## config.mk

```make
export PLATFORM = sky130hd
export DESIGN_NAME = ddr_init_seq
export DESIGN_NICKNAME = d
export VERILOG_FILES = /design/src/rtl/ddr_init_seq_pkg.sv /design/src/rtl/ddr_init_seq_mr_encode.sv /design/src/rtl/ddr_init_seq.sv
export SDC_FILE = /design/constraint.sdc
export NUM_CORES = 1
export LEC_CHECK = 0
export ABC_AREA = 1
export CORE_UTILIZATION = 49
export DETAILED_ROUTE_END_ITERATION = 10
export PLACE_DENSITY = 0.73
export SLEW_MARGIN = 15
export SYNTH_ARGS = -nofsm -noshare
export SYNTH_HDL_FRONTEND = slang
export SYNTH_SLANG_ARGS = --single-unit
```

## constraint.sdc

```tcl
create_clock -name clock_n -period 2.95 [get_ports clock_n]
set_clock_uncertainty 0.2 [all_clocks]
set_input_delay 0.4425 -clock clock_n [delete_from_list [all_inputs] [get_ports clock_n]]
set_output_delay 0.4425 -clock clock_n [all_outputs]
set_load 0.005 [all_outputs]
```

## src/rtl/ddr_init_seq_pkg.sv

```systemverilog
// Shared types and helpers for the DDR4 power-up / mode-register sequencer.
// Command codes, FSM states, MR indices and CL/WR clamp-and-encode.
package ddr_package;

  typedef enum logic [1:0] {
    CMD_NOP  = 2'd0,
    CMD_MRS  = 2'd1,
    CMD_ZQCL = 2'd2
  } ddr_cmd_t;

  typedef enum logic [2:0] {
    S_CKE_WAIT,
    S_XPR,
    S_MRS,
    S_MOD,
    S_ZQ,
    S_DONE
  } state_t;

  localparam logic [2:0] MR0 = 3'd0;
  localparam logic [2:0] MR1 = 3'd1;
  localparam logic [2:0] MR2 = 3'd2;
  localparam logic [2:0] MR3 = 3'd3;
  localparam logic [2:0] MR4 = 3'd4;
  localparam logic [2:0] MR5 = 3'd5;
  localparam logic [2:0] MR6 = 3'd6;

  localparam logic [2:0]  INIT_LAST = 3'd6;
  localparam logic [2:0]  UPD_LAST  = 3'd2;
  localparam logic [17:0] ZQCL_ADDR = 18'h00400;

  typedef struct packed {
    logic [1:0] bl;
    logic [1:0] al;
    logic [4:0] cas;
    logic [4:0] wr;
    logic       r_pre;
    logic       w_pre;
  } ddr_cfg_t;

  function automatic logic cfg_illegal(input ddr_cfg_t c);
    return (c.cas < 5'd9) || (c.cas > 5'd24) ||
           (c.wr < 5'd10) || (c.wr > 5'd26) ||
           (c.al == 2'b11);
  endfunction

  function automatic logic [3:0] cl_code(input logic [4:0] cas);
    logic [4:0] c;
    c = (cas < 5'd9) ? 5'd9 : (cas > 5'd24) ? 5'd24 : cas;
    return 4'(c - 5'd9);
  endfunction

  // ceil((WR-10)/2) == (WR-9)>>1 over the clamped range
  function automatic logic [3:0] wr_code(input logic [4:0] wr);
    logic [4:0] w;
    w = (wr < 5'd10) ? 5'd10 : (wr > 5'd26) ? 5'd26 : wr;
    return 4'((w - 5'd9) >> 1);
  endfunction

  function automatic logic [2:0] mr_seq(input logic upd,
                                        input logic [2:0] step);
    logic [2:0] idx;
    idx = MR0;
    if (upd) begin
      case (step)
        3'd0:    idx = MR1;
        3'd1:    idx = MR4;
        default: idx = MR0;
      endcase
    end else begin
      case (step)
        3'd0:    idx = MR3;
        3'd1:    idx = MR6;
        3'd2:    idx = MR5;
        3'd3:    idx = MR4;
        3'd4:    idx = MR2;
        3'd5:    idx = MR1;
        default: idx = MR0;
      endcase
    end
    return idx;
  endfunction

endpackage

```

## src/rtl/ddr_init_seq_mr_encode.sv

```systemverilog
// Mode-register payload encoder: config snapshot + MR index -> A17:0.
// Also flags any config field that had to be clamped.
module ddr_mr_encode
  import ddr_package::*;
#(
  parameter logic [2:0] CWL_CODE = 3'b000
) (
  input  ddr_cfg_t    cfg_i,
  input  logic [2:0]  mr_idx_i,
  output logic [17:0] addr_o,
  output logic        clamp_o
);

  logic [3:0] cl;
  logic [3:0] wr;

  always_comb begin
    cl     = cl_code(cfg_i.cas);
    wr     = wr_code(cfg_i.wr);
    addr_o = '0;
    unique case (1'b1)
      (mr_idx_i == MR0): begin
        addr_o[1:0]  = cfg_i.bl;
        addr_o[2]    = cl[0];
        addr_o[6:4]  = cl[3:1];
        addr_o[11:9] = wr[2:0];
        addr_o[13]   = wr[3];
      end
      (mr_idx_i == MR1): begin
        addr_o[0]   = 1'b1;
        addr_o[4:3] = (cfg_i.al == 2'b11) ? 2'b00 : cfg_i.al;
      end
      (mr_idx_i == MR2): addr_o[5:3] = CWL_CODE;
      (mr_idx_i == MR4): begin
        addr_o[11] = cfg_i.r_pre;
        addr_o[12] = cfg_i.w_pre;
      end
      default: addr_o = '0;
    endcase
  end

  assign clamp_o = cfg_illegal(cfg_i);

endmodule

```

## src/rtl/ddr_init_seq.sv

```systemverilog
// DDR4 power-up sequencer: CKE, MR3/6/5/4/2/1/0, ZQCL, then init_done;
// later re-programs MR1/MR4/MR0 on request while the controller is idle.
module ddr_init_seq
  import ddr_package::*;
#(
  parameter int unsigned T_CKE_CYC = 500,
  parameter int unsigned T_XPR     = 10,
  parameter int unsigned T_MRD     = 8,
  parameter int unsigned T_MOD     = 24,
  parameter int unsigned T_ZQINIT  = 512,
  parameter logic [2:0]  CWL_CODE  = 3'b000
) (
  input  logic        clock_n,
  input  logic        reset_n,
  input  logic [1:0]  burst_length,
  input  logic [1:0]  al_dly,
  input  logic [4:0]  cas_dly,
  input  logic [4:0]  wr_dly,
  input  logic        r_pre,
  input  logic        w_pre,
  input  logic        mrs_update,
  input  logic        dev_busy,
  output logic        cke,
  output logic        cmd_valid,
  output logic [1:0]  cmd,
  output logic [1:0]  bg,
  output logic [1:0]  ba,
  output logic [17:0] addr,
  output logic        init_done,
  output logic        mrs_busy,
  output logic        cfg_err
);

  localparam int CW = 16;
  localparam logic [CW-1:0] LD_CKE = CW'(T_CKE_CYC - 1);
  localparam logic [CW-1:0] LD_XPR = CW'(T_XPR - 1);
  localparam logic [CW-1:0] LD_MRD = CW'(T_MRD - 1);
  localparam logic [CW-1:0] LD_MOD = CW'(T_MOD - 1);
  localparam logic [CW-1:0] LD_ZQ  = CW'(T_ZQINIT - 1);

  state_t        state_q;
  logic [CW-1:0] cnt_q;
  logic [2:0]    step_q;
  logic          upd_q;
  logic          pending_q;
  ddr_cfg_t      cfg_q;

  ddr_cfg_t    cfg_live;
  ddr_cfg_t    cfg_d;
  logic        cnt_zero;
  logic        start_upd;
  logic        snap;
  logic        strobe;
  logic        upd_d;
  logic        last_d;
  logic [2:0]  step_d;
  logic [2:0]  idx_d;
  logic [17:0] enc_addr;
  logic        enc_clamp;

  assign cfg_live = '{bl: burst_length, al: al_dly,
                      cas: cas_dly, wr: wr_dly,
                      r_pre: r_pre, w_pre: w_pre};

  assign cnt_zero  = (cnt_q == '0);
  assign start_upd = (state_q == S_DONE) && pending_q && !dev_busy;
  assign snap      = ((state_q == S_XPR) && cnt_zero) || start_upd;
  assign strobe    = snap || ((state_q == S_MRS) && cnt_zero);

  // The first MR of a pass goes out on the snapshot edge, so it is
  // encoded from the live inputs rather than the not-yet-loaded regs.
  assign upd_d  = snap ? start_upd : upd_q;
  assign step_d = snap ? 3'd0 : step_q + 3'd1;
  assign last_d = (step_d == (upd_d ? UPD_LAST : INIT_LAST));
  assign idx_d  = mr_seq(upd_d, step_d);
  assign cfg_d  = snap ? cfg_live : cfg_q;

  ddr_mr_encode #(
    .CWL_CODE (CWL_CODE)
  ) u_enc (
    .cfg_i    (cfg_d),
    .mr_idx_i (idx_d),
    .addr_o   (enc_addr),
    .clamp_o  (enc_clamp)
  );

  always_ff @(posedge clock_n or negedge reset_n) begin
    if (!reset_n) begin
      state_q   <= S_CKE_WAIT;
      cnt_q     <= LD_CKE;
      step_q    <= '0;
      upd_q     <= 1'b0;
      pending_q <= 1'b0;
      cfg_q     <= '0;
      cke       <= 1'b0;
      cmd_valid <= 1'b0;
      cmd       <= CMD_NOP;
      bg        <= '0;
      ba        <= '0;
      addr      <= '0;
      init_done <= 1'b0;
      mrs_busy  <= 1'b0;
      cfg_err   <= 1'b0;
    end else begin
      cmd_valid <= 1'b0;
      cmd       <= CMD_NOP;
      if (!cnt_zero) cnt_q <= cnt_q - 1'b1;

      if (snap) begin
        cfg_q   <= cfg_live;
        cfg_err <= cfg_err | enc_clamp;
      end

      if (strobe) begin
        cmd_valid <= 1'b1;
        cmd       <= CMD_MRS;
        bg        <= {1'b0, idx_d[2]};
        ba        <= idx_d[1:0];
        addr      <= enc_addr;
        step_q    <= step_d;
        upd_q     <= upd_d;
        state_q   <= last_d ? S_MOD : S_MRS;
        cnt_q     <= last_d ? LD_MOD : LD_MRD;
      end

      unique case (state_q)
        S_CKE_WAIT: begin
          if (cnt_zero) begin
            cke     <= 1'b1;
            state_q <= S_XPR;
            cnt_q   <= LD_XPR;
          end
        end
        S_MOD: begin
          if (cnt_zero && upd_q) begin
            mrs_busy <= 1'b0;
            state_q  <= S_DONE;
          end else if (cnt_zero) begin
            cmd_valid <= 1'b1;
            cmd       <= CMD_ZQCL;
            bg        <= '0;
            ba        <= '0;
            addr      <= ZQCL_ADDR;
            state_q   <= S_ZQ;
            cnt_q     <= LD_ZQ;
          end
        end
        S_ZQ: begin
          if (cnt_zero) begin
            init_done <= 1'b1;
            state_q   <= S_DONE;
          end
        end
        S_DONE: begin
          if (start_upd) begin
            mrs_busy  <= 1'b1;
            pending_q <= 1'b0;
          end
        end
        default: ;
      endcase

      // A request landing on the same edge as a pass start stays pending.
      if (mrs_update) pending_q <= 1'b1;
    end
  end

endmodule

```

Yosys cells after proc, flatten, opt, wreduce, memory -nomap -nowiden
Cells that the tools add are included.
{"block": "classes", "bitwise": 1, "reduce_logical": 23, "mux": 62, "add_sub_neg": 4, "magnitude_cmp": 4, "n_eq_ne": 16}
{"cell": "$mux W16", "count": 6}
{"cell": "$mux W18", "count": 4}
{"cell": "$pmux W16 S2", "count": 1}
{"cell": "$mux W2", "count": 14}
{"cell": "$mux W3", "count": 8}
{"cell": "$pmux W3 S6", "count": 1}
{"cell": "$mux W1", "count": 17}
{"cell": "$logic_not A16 Y1", "count": 1}
{"cell": "$sub A16 B1 Y16 const B", "count": 1}
{"cell": "$eq A3 B3 Y1 const B", "count": 5}
{"cell": "$mux W5", "count": 3}
{"cell": "$eq A3 B2 Y1 const B", "count": 4}
{"cell": "$gt A5 B5 Y1 const B", "count": 2}
{"cell": "$lt A5 B4 Y1 const B", "count": 2}
{"cell": "$eq A3 B1 Y1 const B", "count": 3}
{"cell": "$logic_not A3 Y1", "count": 3}
{"cell": "$pmux W3 S3", "count": 1}
{"cell": "$mux W4", "count": 2}
{"cell": "$pmux W1 S2", "count": 4}
{"cell": "$logic_or A1 B1 Y1", "count": 6}
{"cell": "$pmux W3 S2", "count": 1}
{"cell": "$reduce_and A2 Y1", "count": 3}
{"cell": "$reduce_bool A2 Y1", "count": 3}
{"cell": "$logic_and A1 B1 Y1", "count": 5}
{"cell": "9 further kinds", "count": 10}
{"block": "totals", "ff_bits": 69, "in_bits": 20, "out_inout_bits": 29, "wordCells": 130}

Longest topological paths before layout
Gate-level depths: netlist of run 1.
{"block": "logic_depth", "depth_word": 14, "depth_mapped": 21, "mapped_depth_nobuf": 20}

Cells and area by module
Synthesis of run 1 repeated with hierarchy kept, for this count alone.
{"block": "unflattened", "cells_unflattened": 462, "hier_area_um2": 3758.6}
{"mod": "ddr_init_seq", "seq_area_each_um2": 1735.4, "n_inst": 1, "cells_each": 384, "area_per_inst_um2": 3353.2}
{"mod": "ddr_mr_encode", "seq_area_each_um2": 0.0, "n_inst": 1, "cells_each": 78, "area_per_inst_um2": 405.4}

Worst setup path before layout of run 1
OpenSTA, ideal clock, no wires.
{"block": "synth_path", "path_type": "register -> register", "from": "reg cnt_q[0]", "to": "reg addr[9]", "path_buffers": 1, "t_arrival_ns": 2.405, "required_ns": 2.678, "path_slack_ns": 0.273, "period_less_slack_ns": 2.677, "setup_time_ns": 0.072, "stages_incl_launch_ff": 20, "cell_sequence": "dfstp_2 > inv_1 > ha_1 > inv_1 > nor2_1 > nand2_1 > nor2_4 > nand3_4 > nand2_4 > buf_8 > nand2_1 > nand2_1 > nor2_1 > nand3_2 > nand2_1 > nor2_1 > ha_1 > nor3_1 > a21oi_1 > nor2_1"}
{"block": "synth_between", "elab_chain_len": 13, "word_cells_on_any_way": 29, "cone_classes": "add/sub (1); order compare (2); eq/ne (5); mux (13); reduce/logical (8)"}
{"item": "start, declared", "line": "ddr_init_seq.sv:42", "rtl": "logic [CW-1:0] cnt_q;"}
{"item": "start signal, assigned", "line": "ddr_init_seq.sv:107", "rtl": "if (!cnt_zero) cnt_q <= cnt_q - 1'b1;"}
{"item": "start signal, assigned", "line": "ddr_init_seq.sv:123", "rtl": "cnt_q <= last_d ? LD_MOD : LD_MRD;"}
{"item": "$logic_not A16 Y1 *", "line": "ddr_init_seq.sv:65", "rtl": "assign cnt_zero = (cnt_q == '0);"}
{"item": "$logic_and A1 B1 Y1", "line": "ddr_init_seq.sv:67", "rtl": "assign snap = ((state_q == S_XPR) && cnt_zero) || start_upd;"}
{"item": "$logic_or A1 B1 Y1", "line": "ddr_init_seq.sv:67"}
{"item": "$mux W16 / $mux W3 (equally long branches)"}
{"item": "$gt A5 B5 Y1 (tied with other cells)", "line": "ddr_init_seq_pkg.sv:56", "rtl": "w = (wr < 5'd10) ? 5'd10 : (wr > 5'd26) ? 5'd26 : wr;"}
{"item": "$mux W5 (tied with other cells)", "line": "ddr_init_seq_pkg.sv:56"}
{"item": "$mux W5 / $mux W3 (equally long branches)", "line": "ddr_init_seq_pkg.sv:56, ddr_init_seq_pkg.sv:64"}
{"item": "$sub A5 B4 Y5 / $logic_not A3 Y1 (equally long branches)", "line": "ddr_init_seq_pkg.sv:57, ddr_init_seq_mr_encode.sv:22"}
{"item": "$mux W2", "line": "ddr_init_seq_mr_encode.sv:21", "rtl": "unique case (1'b1)"}
{"item": "$mux W18", "line": "ddr_init_seq.sv:114", "rtl": "if (strobe) begin"}
{"item": "$mux W18", "line": "ddr_init_seq.sv:138", "rtl": "end else if (cnt_zero) begin"}
{"item": "$mux W18", "line": "ddr_init_seq.sv:135", "rtl": "if (cnt_zero && upd_q) begin"}
{"item": "$mux W18 *", "line": "ddr_init_seq.sv:126", "rtl": "unique case (state_q)"}
{"item": "end signal, assigned", "line": "ddr_init_seq.sv:119", "rtl": "addr <= enc_addr;"}
{"item": "end, declared", "line": "ddr_init_seq.sv:28", "rtl": "output logic [17:0] addr,"}
Every way passes the cells marked *; elsewhere a longest branch is shown, timed or not.
A chain may end at the register's enable or synchronous reset.

==> metrics, run 1 <==
gr ovfl total 0; Seq cells post-synth just under 70; post-route core utilization approximately two thirds; Num Clock Sinks 69; DR iter-0 viols about 210; vias per cell approximately 5.1; Max H-tree Level 3; CP max stage cell dfstp_2; clock slew at reported path FFs 0.07 ns; setup ws final about 0.11 ns; final wirelength between 8000 and 9000 um; CP max FO 7; DIE AREA between 7000 and 8000 um^2; Worst-Margin Slew ~0.56 ns; initial core utilization 51.7%; Filler cells slightly below 600; Seq/Total Area, Yosys between 40% and 50%; final cell count without fillers about 620; nets roughly 540; Setup Crit Path Kind reg -> reg; first-pass GRT wire length ~14,000 um; Post-Place Cells 592; Main synth FF type dfrtp_1; TritonCTS clock tree yes; Netlist Area Pre-Place approximately 3600 um^2; fmax around 350 MHz; Async SR Flop Fraction between 90% and 100%; static leakage between 2 and 2.5 nW; share of cells above drive strength 1 between 10% and 20%; Worst Path Buf+Inv 4; Peak VDD IR around 0.26 mV; vias in the first global route roughly 3,000; Max-cap violations 0; Hold Path Class reg -> reg; area grow syn2layout 28.3%; Row Count 30; CTS max path bufs 2; setup violators final 0; drt wl/cell around 14 um; I/O Buffers 48; Post-Synth XOR/XNOR Area 2.44%; Final ANT Viol Nets 0; Worst slew margin between 60% and 70%; family with the most delay on the worst path simple AND/OR/NAND/NOR gates; Final Max Tran Viols 0; Synth Area in Compound Gates around a tenth; Ports 49; EDFF count, synth 0; status finished, final reports clean; Critical Path RT 3.02 ns; synthesized instance count roughly 440; Post-Syn Area per Cell 8.13 um^2; Worst setup EP type flop; worst-path cell chain inv_2 -> ha_4 -> inv_1 -> nor2_2 -> nand2_2 -> nor2_4 -> nand3_4 -> nand2_8 -> buf_4 -> buf_4 -> nand2_2 -> nand2_4 -> nand2_1 -> nand2_2 -> nand2_2 -> nor2_2 -> ha_2 -> nor3_2 -> a21oi_1 -> nor2_1; Warnings, synthesis 0; Via Count 3,167; Skew-Pair Late Insertion Delay 0.35 ns; final hold violations 0; most common cell after layout, fill and taps aside nand2_1; TritonCTS Buffers 9; Critical Path Max Stage Delay about 0.38 ns; n_diodes 0; Root Driver clkbuf_8; CP most frequent cell nand2_2; multiplexer share of the synthesized area 0.279%; startpoint types flop; adder-cell share of the synthesized area 1.40%; final worst-path cycle share between 90% and 100%; core area ~6900 um^2; First-pass DRT Iterations 4; # DRC 0; commonest cells after routing, fill and taps aside 88 x nand2_1, 66 x inv_1, 62 x dfrtp_1, 51 x nor2_1, 47 x clkdlybuf4s50_1; Post-Synth Simple-Gate Area between 20% and 30%; largest family of logic cells by synthesized area simple AND/OR/NAND/NOR gates; initial antenna violation count 0; GPL Wtd Cong 0.876; GRT Overall Usage between 20% and 30%; Setup WS pre-CTS -0.0215 ns; Unique masters post-synth 43; WP data arrival between 2 and 3 ns; chip height 87.6 um; post-DP HPWL approximately 5800 um; Die Span X 87.6 um; pin count of the biggest net entering global routing 47; post-synthesis net count roughly 470; Final min period 2.84 ns; Power Density 387 nW/um^2
[worst paths after layout]
kind                                  startpoint  slack [ns]  depth (start not counted)               endpoint
max                           cnt_q[1]$_DFF_PN1_        0.11                         20      addr[9]$_DFF_PN0_
min                        init_done$_DFFE_PN0P_        0.27                          1  init_done$_DFFE_PN0P_
max reg2reg                   cnt_q[1]$_DFF_PN1_        0.11                         20      addr[9]$_DFF_PN0_
min reg2reg                init_done$_DFFE_PN0P_        0.27                          1  init_done$_DFFE_PN0P_
max in group asynchronous                reset_n        1.43                          3     cnt_q[4]$_DFF_PN1_
min in group asynchronous                reset_n        0.42                          2     addr[15]$_DFF_PN0_
[cell type report]
type / instances / area [um^2] / share of cell area, %
inverter: 77 / 292 / 6.34
sequential: 69 / 1740 / 37.7
clock buffer: 14 / 163 / 3.54
timing repair buffer: 74 / 709 / 15.4
clock inverter: 2 / 10.0 / 0.218
tap: 96 / 120 / 2.61
multi-input combinational: 287 / 1570 / 34.2
[cell usage after synthesis, drive strengths merged, types with 2 or more instances]
cell	count	area (um^2)
nand2	101	409
inv	77	289
dfrtp	62	1550
nor2	58	240
nand3	29	173
o21ai	26	145
a21oi	19	118
buf	8	52.6
nor3	8	45.0
xor2	8	70.1
dfstp	7	184
nand3b	6	45.0
nand4	6	37.5
ha	4	50.1
or2	4	25.0
o211ai	3	36.3
nor4	2	12.5
o21bai	2	15.0
xnor2	2	17.5
[power by group]
part	internal, mW	leakage [nW]	total, mW	switching (mW)
clock network	0.350	0.0905	0.698	0.349
registers	0.958	0.875	0.963	0.00475
logic	0.0558	1.27	0.120	0.0639
[through the flow]
stage	hold slack (ns)	power, mW	instance area, um^2	TNS [ns]
5_1_grt	0.281	1.86	4600	-0.0619
6_report	0.268	1.78	4600	0
3_5_place_dp	0.251	1.09	4270	-0.0215
3_3_place_gp	0.247	1.09	4270	0
2_1_floorplan	-0.0531	1.03	3590	0
4_1_cts	0.268	1.79	4450	0
[layer usage]
layer	wire [um]	vias up	GRT usage [%]
li1	-	1549	-
met2	4080	83	40.0
met5	0	-	0
met1	3800	1522	29.9
met4	130	0	8.94
met3	355	13	5.47
[cells by family (layout without fill, tap and decap cells)]
group	Yosys count	in the layout
AO/OA/AOI/OAI	58	58
buffers and inverters	85	167
multiplexers	1	1
XOR/XNOR	10	10
flip-flops	69	69
adder cells (fa/ha/maj)	4	4
AND/OR/NAND/NOR	214	214
[repair_timing]
action	4_1_cts	5_1_grt
resized for setup	1	20
setup buffers	0	10
pin swaps	0	8
hold endpoints to repair	20	0
endpoints found under the setup margin	1	24
hold buffers	1	0
[worst reg2reg max path, cell delays in order (launching register included)]
cell     delay (ns)
dfstp_2        0.38
inv_2          0.07
ha_4           0.13
inv_1          0.06
nor2_2         0.15
nand2_2        0.08
nor2_4         0.15
nand3_4        0.12
nand2_8        0.13
buf_4          0.12
buf_4          0.10
nand2_2        0.05
nand2_4        0.08
nand2_1        0.07
nand2_2        0.10
nand2_2        0.08
nor2_2         0.11
ha_2           0.28
nor3_2         0.18
a21oi_1        0.06
nor2_1         0.09
[registers in the layout, indices dropped and copies added (netlist names), 2 cells and up]
name	cells
addr	18
ba	2
bg	2
cfg_q	16
cmd	2
cnt_q	16
state_q	3
step_q	3
Power figures use the tool's default switching activity.
==> run 2: changes to the inputs <==
RECOVER_POWER = 25   (was not set)
==> run 2 against run 1 <==
Count of clock-buffer cells in the layout unchanged. Global-route usage unchanged. Die area unchanged. Design area down 0.30%. Sequential share of layout area up 0.11 points. Flip-flop and latch count unchanged. Hold slack worse by 0.0015 ns. Core utilization down 0.20 points. Fmax down 0.50%. Final cell count unchanged. Via count down 0.38%. Setup slack worse by 0.014 ns. Critical path type unchanged. Critical endpoint unchanged. Largest power group unchanged.
==> metrics, run 2 (synthesis gave the netlist of run 1 again) <==
status finished, final reports clean (unchanged); Setup WS pre-CTS -0.0215 ns (unchanged); TritonCTS Buffers 9 (unchanged); Critical Path RT 3.02 ns (about the same); Worst-Margin Slew 1.26 ns (was 0.565 ns); final hold violations 0 (unchanged); share of cells above drive strength 1 18.2% (was 18.4%); final wirelength 8390 um (was 8370 um); register area 1740 um^2 (unchanged); chip height 87.6 um (unchanged); Worst Hold Slack 0.266 ns (was 0.268 ns); Num Clock Sinks 69 (unchanged); Worst slew margin 16.0% (was 62.3%); reg-to-reg critical path startpoint cnt_q[1]$_DFF_PN1_ (unchanged); Row Count 30 (unchanged); # DRC 0 (unchanged); Max-cap violations 0 (unchanged); area grow syn2layout 27.9% (was 28.3%); Die Span X 87.6 um (unchanged); final cell count without fillers 619 (unchanged); GRT Overall Usage 23.7% (unchanged); setup TNS 0 ns (unchanged); vias per cell 5.10 (was 5.12); DIE AREA 7670 um^2 (unchanged); static leakage 2.23 nW (about the same); Final ANT Viol Nets 0 (unchanged); setup ws final 0.0979 ns (was 0.112 ns); pin count of the biggest net entering global routing 47 (unchanged); max reg flops 18 (unchanged); first-pass GRT wire length 13,800 um (unchanged); Max H-tree Level 3 (unchanged); GPL Wtd Cong 0.876 (unchanged); Post-Place Cells 592 (unchanged); Setup Crit Path Kind reg -> reg (unchanged); FF-to-FF End addr[9]$_DFF_PN0_ (unchanged); n_diodes 0 (unchanged); Final min period 2.85 ns (was 2.84 ns); Final Max Tran Viols 0 (unchanged); clock slew at reported path FFs 0.07 ns (about the same); Power Density 388 nW/um^2 (was 387 nW/um^2); setup violators final 0 (unchanged); most common cell after layout, fill and taps aside nand2_1 (unchanged); final worst-path cycle share 96.7% (was 96.2%); DR iter-0 viols 222 (was 207); CP max FO 7 (unchanged); drt wl/cell 13.6 um (was 13.5 um); gr ovfl total 0 (unchanged); Ports 49 (unchanged); R2R cell count 20 (unchanged); nets 542 (unchanged); Worst R2R Setup Slack 0.1 ns (was 0.11 ns); total power of the final layout 1.78 mW (about the same); post-DP HPWL 5820 um (unchanged); Root Driver clkbuf_8 (unchanged); TritonCTS clock tree yes (unchanged); CP Launch Point cnt_q[1]$_DFF_PN1_ (unchanged); initial antenna violation count 0 (unchanged); commonest cells after routing, fill and taps aside 88 x nand2_1, 66 x inv_1, 62 x dfrtp_1, 51 x nor2_1, 47 x clkdlybuf4s50_1 (unchanged); Worst setup EP type flop (unchanged); CTS max path bufs 2 (unchanged); WP data arrival 2.93 ns (was 2.91 ns); Peak VDD IR 0.264 mV (about the same); fmax 351 MHz (was 352 MHz); vias in the first global route 3,024 (unchanged); initial core utilization 51.7% (unchanged); Most flops, register addr (unchanged); Top Registers addr: 18 flops, cfg_q: 16 flops, cnt_q: 16 flops (unchanged); Multi-input gate area 1570 um^2 (unchanged); Filler cells 585 (was 582); core area 6940 um^2 (unchanged); Skew-Pair Late Insertion Delay 0.35 ns (about the same); Via Count 3,155 (was 3,167); Hold Path Class reg -> reg (unchanged); Setup crit end addr[9]$_DFF_PN0_ (unchanged); I/O Buffers 48 (unchanged); First-pass DRT Iterations 4 (unchanged); startpoint types flop (unchanged)
run 2: cell count changes in the layout (fill, tap and decap cells not counted):
cell      before  now
clkbuf_4       0    1
buf_2          1    0
buf_12         2    1
clkbuf_1       3    4
run 2: power by group:
part	switching, mW	internal (mW)	total, mW	leakage (nW)
Clock	0.351	0.350	0.701	0.0905
Combinational	0.0633	0.0537	0.117	1.26
Sequential	0.00467	0.958	0.963	0.875
run 2: timing repair:
action / 4_1_cts / 5_1_grt
resized for setup: 1 / 20
hold buffers: 1 / 0
endpoints found under the hold margin: 20 / 0
pin swaps: 0 / 8
buffers inserted: 0 / 10
cloned: 0 / 0
endpoints found under the setup margin: 1 / 24
run 2: worst min path at each step:
stage	slack [ns]	end	from	cells after the start
2_1_floorplan	-0.05	addr[0]$_DFF_PN0_	reset_n	0
3_3_place_gp	0.25	cke$_DFFE_PN0P_	cke$_DFFE_PN0P_	2
3_5_place_dp	0.25	cke$_DFFE_PN0P_	cke$_DFFE_PN0P_	2
4_1_cts	0.27	cke$_DFFE_PN0P_	cke$_DFFE_PN0P_	2
5_1_grt	0.28	init_done$_DFFE_PN0P_	init_done$_DFFE_PN0P_	1
6_report	0.27	init_done$_DFFE_PN0P_	init_done$_DFFE_PN0P_	1
run 2: layout make-up:
type | instances | area share, %
well taps | 96 | 2.62
inverters | 77 | 6.36
flip-flops and latches | 69 | 37.8
clock buffers | 14 | 3.55
repair buffers | 74 | 15.2
multi-input cells | 287 | 34.3
clock inverters | 2 | 0.218
run 2: per-stage QoR:
step | instance area (um^2) | utilization [%]
after global routing | 4590 | 66.1
after floorplan | 3590 | -
after detailed placement | 4270 | 61.5
after global placement | 4270 | 61.5
final | 4590 | 66.1
after CTS | 4450 | 64.1
run 2: routing by layer:
layer	vias up	track usage, %	routed length [um]
met2	80	40.0	4090
met3	13	5.47	379
met5	-	0	0
li1	1549	-	-
met1	1513	29.9	3790
met4	0	8.94	130
run 2: worst max-delay path: stages, from the launching register on:
cell and delay (ns):
dfstp_2 0.38, inv_2 0.07, ha_4 0.13, inv_1 0.06, nor2_2 0.15, nand2_2 0.08
nor2_4 0.15, nand3_4 0.13, nand2_8 0.13, buf_4 0.12, buf_4 0.10, nand2_2 0.05
nand2_4 0.08, nand2_1 0.07, nand2_2 0.10, nand2_2 0.08, nor2_2 0.10, ha_2 0.28
nor3_2 0.17, a21oi_1 0.06, nor2_1 0.09
==> run 3: changes to the inputs <==
SLEW_MARGIN = 30   (was 15)
clock period = 2.72 ns   (was 2.95 ns; I/O delays follow)
==> run 3 against run 2 <==
The flow now finishes with violations (capacitance limit, slew limit). Global-route usage is 0.76 points higher. Sequential power increased by 9%. Non-clock buffer count grew 35. Sequential share of layout area fell by 3.2 points. Wire length is 7.2% higher. Clock power grew 1%. Fmax rose by 5.9%. Design area grew 9.3%. Critical path type unchanged. Critical endpoint unchanged. Highest routed layer unchanged.
==> metrics, run 3 (synthesis gave the netlist of run 1 again) <==
family with the most delay on the worst path simple AND/OR/NAND/NOR gates (unchanged); First-pass DRT Iterations 5 (was 4); post-DP HPWL 6030 um (was 5820 um); Power Density 386 nW/um^2 (was 388 nW/um^2); final hold violations 0 (unchanged); first-pass GRT wire length 14,400 um (was 13,800 um); Die Span X 87.6 um (unchanged); vias per cell 4.99 (was 5.10); hold path depth 2 (was 1); Root Driver clkbuf_8 (unchanged); clock slew at reported path FFs 0.07 ns (about the same); CTS max path bufs 2 (unchanged); I/O Buffers 48 (unchanged); nets 578 (was 542); fmax 371 MHz (was 351 MHz); Most flops, register addr (unchanged); static leakage 2.42 nW (was 2.23 nW); status finished, violations left (was finished, final reports clean); Peak VDD IR 0.265 mV (was 0.264 mV); final worst-path cycle share 99.0% (was 96.7%); chip height 87.6 um (unchanged); Worst setup EP type flop (unchanged); initial core utilization 51.7% (unchanged); Post-Place Cells 621 (was 592); share of cells above drive strength 1 28.0% (was 18.2%); CP max FO 7 (unchanged); Final min period 2.69 ns (was 2.85 ns); Met2 Wirelength 4490 um (was 4090 um); Worst Path Buf+Inv 4 (unchanged); drt wl/cell 13.8 um (was 13.6 um); CP most frequent cell nor2_4 (was nand2_2); WP data arrival 2.72 ns (was 2.93 ns); Ports 49 (unchanged); Skew-Pair Late Insertion Delay 0.34 ns (was 0.35 ns); Finished Cell Area 5010 um^2 (was 4590 um^2); # DRC 0 (unchanged); vias in the first global route 3,229 (was 3,024); GPL Wtd Cong 0.871 (was 0.876); Row Count 30 (unchanged); Worst slew margin -10.6% (was 16.0%); uppermost layer routed met4 (unchanged); commonest cells after routing, fill and taps aside 78 x nand2_1, 65 x inv_1, 62 x dfrtp_1, 51 x buf_4, 47 x clkdlybuf4s50_1 (was 88 x nand2_1, 66 x inv_1, 62 x dfrtp_1, 51 x nor2_1, 47 x clkdlybuf4s50_1); DR iter-0 viols 153 (was 222); critical path depth 20 (unchanged); Final Max Tran Viols 70 (was 0); Worst Hold Slack 0.270 ns (was 0.266 ns); total power of the final layout 1.93 mW (was 1.78 mW); startpoint types flop (unchanged); most common cell after layout, fill and taps aside nand2_1 (unchanged); R2R cell count 20 (unchanged); CP max stage cell dfstp_2 (unchanged); Area after DPL 4470 um^2 (was 4270 um^2); Sw Pwr 0.456 mW (was 0.419 mW); routed wl met3 418 um (was 379 um); Num Clock Sinks 69 (unchanged); Hold Path Class reg -> reg (unchanged); DIE AREA 7670 um^2 (unchanged); sw frac 23.6% (was 23.5%); Critical Path RT 2.75 ns (was 3.02 ns); Max-cap violations 1 (was 0); Sequential Power Share 54.1% (about the same); area grow syn2layout 39.8% (was 27.9%); Via Count 3,265 (was 3,155); initial antenna violation count 0 (unchanged); Top Registers addr: 18 flops, cfg_q: 16 flops, cnt_q: 16 flops (unchanged); Final ANT Viol Nets 0 (unchanged); Max H-tree Level 3 (unchanged); Metal-1 WL 3970 um (was 3790 um); Critical Path Max Stage Delay 0.54 ns (was 0.38 ns); final cell count without fillers 654 (was 619); failing checks capacitance limit, slew limit; post-route core utilization 72.2% (was 66.1%); final wirelength 9000 um (was 8390 um); Comb pwr share 9.3% (was 6.6%); n_diodes 0 (unchanged); clock share of power 36.7% (was 39.4%); worst-path cell chain inv_2 -> ha_4 -> inv_4 -> nor2_4 -> nand2_2 -> nor2_4 -> nand3_4 -> nand2_8 -> buf_6 -> buf_6 -> nand2_2 -> nand2_2 -> nor2_4 -> nand3_4 -> nand2_4 -> nor2_4 -> ha_4 -> nor3_2 -> a21oi_1 -> nor2_1 (was inv_2 -> ha_4 -> inv_1 -> nor2_2 -> nand2_2 -> nor2_4 -> nand3_4 -> nand2_8 -> buf_4 -> buf_4 -> nand2_2 -> nand2_4 -> nand2_1 -> nand2_2 -> nand2_2 -> nor2_2 -> ha_2 -> nor3_2 -> a21oi_1 -> nor2_1); Worst-Margin Slew 1.66 ns (was 1.26 ns); pin count of the biggest net entering global routing 70 (was 47); setup violators final 0 (unchanged); RSZ-0062 raised after global routing true; TritonCTS clock tree yes (unchanged); max reg flops 18 (unchanged); core area 6940 um^2 (unchanged); GRT Overall Usage 24.5% (was 23.7%); TritonCTS Buffers 9 (unchanged); Setup Crit Path Kind reg -> reg (unchanged); Pint 1.48 mW (was 1.36 mW); gr ovfl total 0 (unchanged)
-- run 3: cell count changes in the layout (fill, tap and decap cells not counted), sizes merged --
cell,delta
buf,+36
clkbuf,-2
nand2,+1
-- run 3: worst register-to-register path, cell delays in order, from the launching register on --
cell,delay (ns)
dfstp_2,0.54
inv_2,0.05
ha_4,0.16
inv_4,0.06
nor2_4,0.03
nand2_2,0.07
nor2_4,0.04
nand3_4,0.11
nand2_8,0.10
buf_6,0.13
buf_6,0.11
nand2_2,0.05
nand2_2,0.06
nor2_4,0.13
nand3_4,0.11
nand2_4,0.10
nor2_4,0.04
ha_4,0.26
nor3_2,0.03
a21oi_1,0.13
nor2_1,0.07
-- run 3: through the flow --
stage | setup TNS, ns | setup slack [ns]
after floorplan | 0 | 0.0434
after global placement | -0.263 | -0.0720
after detailed placement | -0.950 | -0.210
after CTS | -0.0180 | -0.0180
after global routing | -0.548 | -0.110
final | 0 | 0.0267
-- run 3: power groups by stage --
stage	logic, mW	clock network [mW]	registers, mW
2_1_floorplan	0.0540	0	1.06
3_3_place_gp	0.139	0	1.06
3_5_place_dp	0.142	0	1.06
4_1_cts	0.154	0.724	1.04
5_1_grt	0.197	0.766	1.05
6_report	0.179	0.709	1.05
-- run 3: worst paths after layout --
kind | startpoint | end | slack [ns]
max in group asynchronous | reset_n | cfg_q[0]$_DFF_PN0_ | 0.41
worst min register to register | cke$_DFFE_PN0P_ | cke$_DFFE_PN0P_ | 0.27
worst max register to register | cnt_q[1]$_DFF_PN1_ | addr[9]$_DFF_PN0_ | 0.03
min in group asynchronous | reset_n | addr[14]$_DFF_PN0_ | 0.91
worst max-delay path | cnt_q[1]$_DFF_PN1_ | addr[9]$_DFF_PN0_ | 0.03
worst min-delay path | cke$_DFFE_PN0P_ | cke$_DFFE_PN0P_ | 0.27
-- run 3: area by class of cell --
class / instances / area [um^2]
clock inverters: 2 / 10.0
fillers: 508 / 1930
multi-input cells: 288 / 1750
repair buffers: 109 / 963
clock buffers: 13 / 149
well taps: 96 / 120
flip-flops and latches: 69 / 1740
inverters: 77 / 292
-- run 3: repair_timing --
action                                  CTS  global route
cloned                                    1             0
hold endpoints to repair                 62             0
endpoints found under the setup margin   11            13
pin swaps                                16            23
hold buffers                              1             0
buffers inserted                          9             8
resized for setup                        18            45
-- run 3: layer usage --
layer | track usage (%) | up-vias
met3 | 5.94 | 11
met4 | 8.35 | 0
met1 | 31.8 | 1550
li1 | - | 1622
met2 | 40.3 | 82
met5 | 0 | -
==> RTL change: new RTL, settings of run 2 <==
Reset style: synchronous (`reset_n`), changed in one clocked block.
--- a/src/rtl/ddr_init_seq.sv
+++ b/src/rtl/ddr_init_seq.sv
@@ -86,3 +86,3 @@
 
-  always_ff @(posedge clock_n or negedge reset_n) begin
+  always_ff @(posedge clock_n) begin
     if (!reset_n) begin
Formal check against the unedited RTL: no difference found for any inputs over 10 cycles, from zero or initial values and one cycle with reset_n low; that may be too few to reach the edited logic, so the function may still have changed.
==> RTL change against run 2 <==
Wire length decreased by 8.0%; area after synthesis decreased by 5.8%; utilization decreased by 1.5 points; total power increased by 0.43%; cell area decreased by 8.6%; sequential cell count unchanged; critical endpoint is now addr[13]$_SDFF_PN0_; first-iteration DRC count decreased by 9.0%; setup slack improved by 0.12 ns.
==> RTL change: results (changes against run 2) <==
* Run status: finished clean (unchanged)
- IR Drop Worst-Case VDD: 0.310 mV (was 0.264 mV)
* Most common flop cell mapped by yosys: sky130_fd_sc_hd__dfxtp_1 (was sky130_fd_sc_hd__dfrtp_1)
* Detailed Place HPWL: 5.65 mm (was 5.82 mm)
- Post-placement cell count: 584 (was 592)
* Inverter count: 71 (was 77)
* Via Count: 3111 (was 3155)
- Layout clock area frac: 4.74% (was 3.76%)
* Leakage power total: 1.90 nW (was 2.23 nW)
- Worst hold start: addr[7]$_SDFF_PN0_ (was init_done$_DFFE_PN0P_)
- Relative max-transition margin: 56.9% (was 16.0%)
* Proportion of layout cells with a drive suffix above 1: 14.5% (was 18.2%)
- The violation count after the first detailed-routing iteration is 202 (was 222).
- The worst hold slack came to 0.225 ns (was 0.266 ns).
* Multi-input gate share of total cell area: 39.7% (was 34.3%)
- Max incr delay on CP: 0.31 ns (was 0.38 ns)
- Reg2Reg Launch Point: cnt_q[0]$_SDFF_PN1_ (was cnt_q[1]$_DFF_PN1_)
- Global-route wire length before repair: 13.0 mm (was 13.8 mm)
- The minimum setup slack after placement was 0.0502 ns (was -0.0215 ns).
- The non-clock buffer count in the final layout was 58 (was 74).
* Routed wirelength normalized by instance count: 12.8 um (was 13.6 um)
* Post-Synthesis Net Count: 485 (was 465)
- Cell with the largest stage delay on the worst path: sky130_fd_sc_hd__dfxtp_1 (was sky130_fd_sc_hd__dfstp_2)
- Non-Clock Buffer Area Fraction: 14.0% (was 15.2%)
* GRT Resource Usage Total: 22.7% (was 23.7%)
RTL change: metal layers:
layer | GRT usage [%] | share of wire (%)
met2 | 39.9 | 49
met4 | 8.78 | 2.4
met5 | 0 | 0
met3 | 5.74 | 5.4
met1 | 26.6 | 43
RTL change: where the power goes:
part / leakage [nW] / internal (mW) / switching [mW]
Clock: 0.104 / 0.394 / 0.378
Sequential: 0.557 / 0.937 / 0.00463
Combinational: 1.24 / 0.0364 / 0.0383
Total: 1.90 / 1.37 / 0.421
RTL change: cells by family after synthesis:
| logic type | Yosys count | synth area share [%] |
|---|---|---|
| AND/OR/NAND/NOR | 232 | 33.4 |
| buffers and inverters | 81 | 10.3 |
| flip-flops | 69 | 40.9 |
| AO/OA/AOI/OAI | 64 | 11.0 |
| XOR/XNOR | 9 | 2.33 |
| adder cells (fa/ha/maj) | 4 | 1.48 |
| multiplexers | 2 | 0.592 |
RTL change: what timing repair did:
item	in CTS	in global routing
setup endpoints to repair	0	12
gates resized for setup	0	7
setup buffers	0	1
